--- config.mk ---
export PLATFORM = sky130hd
export DESIGN_NAME = cla_nibble_seq
export DESIGN_NICKNAME = d
export VERILOG_FILES = /design/src/rtl/cla_nibble_seq.sv
export SDC_FILE = /design/constraint.sdc
export NUM_CORES = 1
export LEC_CHECK = 0
export ABC_AREA = 0
export CORE_ASPECT_RATIO = 1.75
export CORE_MARGIN = 4
export CORE_UTILIZATION = 40
export CTS_CLUSTER_DIAMETER = 100
export DETAILED_ROUTE_END_ITERATION = 12
export PLACE_DENSITY = 0.66
export SYNTH_ARGS = -nofsm -noshare
export SYNTH_HDL_FRONTEND = slang
export SYNTH_SLANG_ARGS = --single-unit
--- constraint.sdc ---
create_clock -name clk -period 2.6 [get_ports clk]
set_input_delay 0.65 -clock clk [delete_from_list [all_inputs] [get_ports clk]]
set_output_delay 0.65 -clock clk [all_outputs]
set_load 0.1 [all_outputs]
--- src/rtl/cla_nibble_seq.sv ---
// Sequences an external 4-bit CLA slice over NIB nibbles, LSB first, to build a W-bit add/sub.
// Result and N/Z/V/C flags are returned on a valid/ready response channel.
module cla_nibble_seq #(
  parameter int unsigned NIB = 4
) (
  input  logic               clk,
  input  logic               rst_n,
  input  logic               req_valid,
  output logic               req_ready,
  input  logic               req_sub,
  input  logic               req_cin,
  input  logic [4*NIB-1:0]   req_a,
  input  logic [4*NIB-1:0]   req_b,
  output logic [3:0]         cla_a,
  output logic [3:0]         cla_b,
  output logic               cla_cin,
  input  logic [3:0]         cla_s,
  input  logic               cla_g,
  output logic               rsp_valid,
  input  logic               rsp_ready,
  output logic [4*NIB-1:0]   rsp_sum,
  output logic               rsp_n,
  output logic               rsp_z,
  output logic               rsp_v,
  output logic               rsp_c,
  output logic               busy
);

  localparam int unsigned W    = 4 * NIB;
  localparam int unsigned CntW = (NIB > 1) ? $clog2(NIB) : 1;

  typedef enum logic [1:0] {StIdle, StRun, StDone} state_e;

  state_e          state_q, state_d;
  logic [CntW-1:0] cnt_q, cnt_d;
  logic [W-1:0]    a_q, a_d, b_q, b_d;
  logic [W-1:0]    work_q, work_d;
  logic [W-1:0]    sum_q, sum_d;
  logic            carry_q, carry_d;
  logic            n_q, n_d, z_q, z_d, v_q, v_d, c_q, c_d;

  always_comb begin
    state_d = state_q;
    cnt_d   = cnt_q;
    a_d     = a_q;
    b_d     = b_q;
    work_d  = work_q;
    sum_d   = sum_q;
    carry_d = carry_q;
    n_d     = n_q;
    z_d     = z_q;
    v_d     = v_q;
    c_d     = c_q;
    unique case (state_q)
      StIdle: begin
        if (req_valid) begin
          a_d     = req_a;
          // Subtraction is A + ~B + 1: invert B once here, force carry-in high.
          b_d     = req_sub ? ~req_b : req_b;
          carry_d = req_sub | req_cin;
          cnt_d   = '0;
          state_d = StRun;
        end
      end
      StRun: begin
        work_d[{cnt_q, 2'b00} +: 4] = cla_s;
        carry_d                     = cla_g;
        if (cnt_q == CntW'(NIB - 1)) begin
          cnt_d   = '0;
          state_d = StDone;
          sum_d   = work_d;
          n_d     = work_d[W-1];
          z_d     = (work_d == '0);
          v_d     = (a_q[W-1] == b_q[W-1]) && (work_d[W-1] != a_q[W-1]);
          c_d     = cla_g;
        end else begin
          cnt_d = cnt_q + 1'b1;
        end
      end
      StDone: begin
        if (rsp_ready) state_d = StIdle;
      end
      default: state_d = StIdle;
    endcase
  end

  always_ff @(posedge clk or negedge rst_n) begin
    if (!rst_n) begin
      state_q <= StIdle;
      cnt_q   <= '0;
      a_q     <= '0;
      b_q     <= '0;
      work_q  <= '0;
      sum_q   <= '0;
      carry_q <= 1'b0;
      n_q     <= 1'b0;
      z_q     <= 1'b0;
      v_q     <= 1'b0;
      c_q     <= 1'b0;
    end else begin
      state_q <= state_d;
      cnt_q   <= cnt_d;
      a_q     <= a_d;
      b_q     <= b_d;
      work_q  <= work_d;
      sum_q   <= sum_d;
      carry_q <= carry_d;
      n_q     <= n_d;
      z_q     <= z_d;
      v_q     <= v_d;
      c_q     <= c_d;
    end
  end

  always_comb begin
    cla_a   = '0;
    cla_b   = '0;
    cla_cin = 1'b0;
    if (state_q == StRun) begin
      cla_a   = a_q[{cnt_q, 2'b00} +: 4];
      cla_b   = b_q[{cnt_q, 2'b00} +: 4];
      cla_cin = carry_q;
    end
  end

  assign req_ready = (state_q == StIdle);
  assign rsp_valid = (state_q == StDone);
  assign busy      = (state_q != StIdle);
  assign rsp_sum   = sum_q;
  assign rsp_n     = n_q;
  assign rsp_z     = z_q;
  assign rsp_v     = v_q;
  assign rsp_c     = c_q;

endmodule

### Word-level counts from Yosys, hierarchy flattened

Index checks and enable logic that the tools add are counted.

| word-level totals | value |
|---|---|
| bits in registers | 73 |
| input port bits | 43 |

| cells by class | value |
|---|---|
| add/subtract/negate cells | 2 |
| shift-type cells | 4 |
| muxes and demuxes | 14 |
| reduce and logical (&&, ||, !) cells | 9 |
| equal/unequal tests | 8 |
| bitwise operators | 2 |

Operators with widths:

| operator | number |
|---|---|
| 16-bit by 5-bit variable part select with 4-bit output | 2 |
| 16-bit bitwise mux | 1 |
| 16-bit zero test | 1 |
| 16-bit two-way mux | 1 |
| 16-bit inverter | 1 |
| 4-bit by 6-bit variable shift with 16-bit output (first input constant) | 1 |
| 4-bit by 6-bit variable part select with 16-bit output | 1 |
| 2-bit two-way mux | 5 |
| 4-bit two-way mux | 2 |
| 4-bit negator with 6-bit output | 1 |
| 2-bit case mux with 3 select lines | 1 |
| 2-bit AND reduction | 3 |
| 2-bit equality test (second input constant) | 2 |
| 2-bit inequality test (second input constant) | 2 |
| 2-bit case mux with 2 select lines | 1 |
| 2-bit nonzero test | 2 |
| 3-bit AND reduction | 1 |
| 2-bit by 1-bit adder with 2-bit output (second input constant) | 1 |
| 2-bit by 1-bit equality test with 1-bit output (second input constant) | 1 |
| 2-bit zero test | 1 |
| 1-bit two-way mux | 2 |
| 2-bit by 1-bit inequality test with 1-bit output (second input constant) | 1 |
| 1-bit case mux with 2 select lines | 1 |
| 1-bit equality test | 1 |
| 3 further kinds | 3 |

### Longest topological paths before layout

| depth | value |
|---|---|
| depth in word-level cells | 5 |
| mapped depth | 9 |
| mapped depth without buffers | 7 |

### Least setup slack after synthesis

Ideal clock, no wire load.

| path | value |
|---|---|
| kind | register -> output |
| from | register state_q[0] |
| to | output busy |
| path slack | -0.718 ns |
| data arrival time | 2.668 ns |
| stages on the path, launching flop included | 3 |
| cell sequence | dfrtp_1 -> nor2_1 -> inv_1 |

| on the way | value |
|---|---|
| cells in the longest elaborated chain, start to end | 1 |

Ends and longest elaborated chain:

| element | line | source |
|---|---|---|
| start, declared | 34 | `state_e state_q, state_d;` |
| start signal, assigned | 89 | `state_q <= StIdle;` |
| start signal, assigned | 101 | `state_q <= state_d;` |
| 2-bit nonzero test | 128 | `assign busy = (state_q != StIdle);` |
| end, declared | 26 | `output logic busy` |

Every way passes these cells.

### Worst setup path in the final report

| path | value |
|---|---|
| from | register cnt_q[0] |
| to | output cla_a[3] |

| on the way | value |
|---|---|
| cells in the longest elaborated chain, start to end | 2 |

Ends and longest elaborated chain:

| element | line | source |
|---|---|---|
| start, declared | 35 | `logic [CntW-1:0] cnt_q, cnt_d;` |
| start signal, assigned | 102 | `cnt_q <= cnt_d;` |
| 16-bit by 5-bit variable part select with 4-bit output | 120 | `cla_a = a_q[{cnt_q, 2'b00} +: 4];` |
| 4-bit two-way mux | 119 | `if (state_q == StRun) begin` |
| end, declared | 14 | `output logic [3:0] cla_a,` |

Every way passes these cells.

==> summary.txt <==
Critical Path Source Type - flip-flop
final worst path period need - 2.47 ns
fill count - 790
Worst Tran Pin Value - 0.630 ns
worst hold path class - in -> async
Post-Syn Area - 0.00351 mm^2
via count - 2797
Crit path required time - 1.95 ns
status - completed
routed wire length - 8.46 mm
clk slew on worst S/H paths - 0.05 ns
Mapped Avg Cell Area - 9.96 um^2
vias per inst - 5.09
final period utilization - 0.949
row count - 45
Synth Register Bits - 72
DRC - 0
layout cells sized above 1 - 0.190
vias in the first global route - 2913
wire length per cell - 15.4 um
area grow syn2layout - 34.9%
Initial Util - 0.407
Slew headroom - 0.580
Global Route Usage Sum - 0.172
remaining antenna violation count - 0
port bufs - 74
nets - 479
pin count of the biggest net entering global routing - 36
setup TNS - 0 ns
number of max-cap violations - 0
commonest non-fill, non-tap cell in the layout - nand2_1
final setup vio count - 0
Async S/R FF share, synth - 1.00
ANT cells - 0
Post-Synthesis Cells - 352
CP Capture Type - primary output
Mapped Nets - 401
die height - 132 um
fin. max-slew vios - 0
total CTS buffers - 9
Final GP Congestion - 0.854
Synth Flop Type - dfrtp_1
number of synthesized flops with an enable pin - 0
DRT iter0 DRCs - 130
DIE WIDTH - 78.8 um
num ports - 75
Final HPWL DP - 6.40 mm
grt ovf - 0
initial antenna violation count - 0
clk_lat worst skew - 0.33 ns
die area - 0.0104 mm^2
Max FO, Critical Path - 18
first-pass GRT wire length - 14.0 mm
H-Tree Depth - 3
Peak Freq - 405 MHz
Root Driver - clkbuf_16
crit path DAT - 1.82 ns
Fin. Hold Viols - 0
kind of critical path - reg -> out
clock sink count - 72
Initial DRT Pass Iterations - 4
unrepaired setup endpoints after global routing - no
CP max stage cell - mux4_2
most frequent cells in the layout - nand2_1 (92), dfrtp_1 (72), clkdlybuf4s50_1 (41)
core area - 0.00861 mm^2
CTS tree - yes
crit path cell chain - buf_6, mux4_2, and2_1, buf_12
register area share after synthesis - 0.514
post-CTS setup buffers - 0
Ys Warns - 0
Synth cell types - 42
clock skew - 0.00476 ns
Worst path max stage delay - 0.53 ns
Max clock buf depth - 2
-- repair_timing --
item | 4_1_cts | 5_1_grt
gates resized for setup | 0 | 1
endpoints found under the setup margin | 0 | 3
hold buffers | 0 | 0
-- critical path, delay by kind of cell (launching register included) --
| family | cells | cell delay [ns] |
|---|---|---|
| muxes | 1 | 0.53 |
| and+or+nand+nor | 1 | 0.20 |
| DFF | 1 | 0.36 |
| buffers and inverters | 2 | 0.40 |
-- per-stage QoR --
step           std cells  cell area, um^2  hold WS (ns)  setup WS (ns)  utilization
5_1_grt              549             4730         0.386         0.0426        0.549
3_3_place_gp         536             4460         0.454          0.432        0.518
6_report             549             4730         0.334          0.132        0.549
2_1_floorplan        352             3510         0.354         0.0284            -
4_1_cts              549             4730         0.350         0.0569        0.549
3_5_place_dp         536             4460         0.457          0.404        0.518
-- state kept, by name, indices dropped and copies added, names as in the netlist --
| signal | cells |
|---|---|
| carry_q | 1 |
| state_q | 2 |
| b_q | 16 |
| a_q | 16 |
| cnt_q | 2 |
| rsp_v | 1 |
| rsp_c | 1 |
| rsp_sum | 16 |
| rsp_z | 1 |
| work_q | 16 |
-- per-layer routing --
metal | part of all wire | wire, um | GRT usage
met5 | 0 | 0 | 0
met4 | 0.032 | 268 | 0.0895
met3 | 0.039 | 332 | 0.0294
met2 | 0.58 | 4870 | 0.325
met1 | 0.35 | 2990 | 0.175
-- synth_stat cells (3+ instances only) --
cell type | number | area, um^2
nand2_1 | 92 | 345
dfrtp_1 | 72 | 1800
o21ai_0 | 27 | 135
clkbuf_1 | 18 | 67.6
xnor2_1 | 16 | 140
a32o_1 | 12 | 120
a21oi_1 | 11 | 55.1
and2_1 | 11 | 68.8
o21ai_1 | 11 | 55.1
mux4_2 | 8 | 180
nor2b_1 | 8 | 50.1
ha_1 | 6 | 75.1
inv_1 | 6 | 22.5
nor2_1 | 6 | 22.5
a22oi_1 | 5 | 37.5
buf_2 | 4 | 20.0
nand3_1 | 4 | 20.0
nor3_1 | 4 | 20.0
nand2b_1 | 3 | 18.8
-- path summary, 6_finish.rpt --
kind	start	end	slack, ns	cells after the start
max in group asynchronous	rst_n	cnt_q[0]	1.60	2
min in group clk	a_q[9]	a_q[9]	0.46	2
worst min-delay path	rst_n	b_q[10]	0.33	1
worst max register to register	cnt_q[0]	rsp_z	0.46	7
worst max-delay path	cnt_q[0]	cla_a[3]	0.13	4
worst min register to register	a_q[9]	a_q[9]	0.46	2
-- area by class of cell --
| type | count | area, um^2 | share of cell area |
|---|---|---|---|
| multi-input combinational | 250 | 1590 | 0.335 |
| clock buffer | 12 | 256 | 0.0542 |
| sequential | 72 | 1800 | 0.381 |
| clock inverter | 1 | 5.00 | 0.00106 |
| inverter | 6 | 22.5 | 0.00476 |
| tap | 117 | 146 | 0.0310 |
| timing repair buffer | 91 | 912 | 0.193 |
-- cell families after synthesis --
group,Yosys count,share of synthesized area
AND/OR/NAND/NOR,140,0.185
buffers and inverters,30,0.0368
adder cells (fa/ha/maj),6,0.0214
XOR/XNOR,16,0.0400
flip-flops,72,0.514
multiplexers,11,0.0607
AO/OA/AOI/OAI,77,0.142
Power is not shown: default switching activity piles up to over one toggle a cycle in this logic, so the estimate is an artifact.
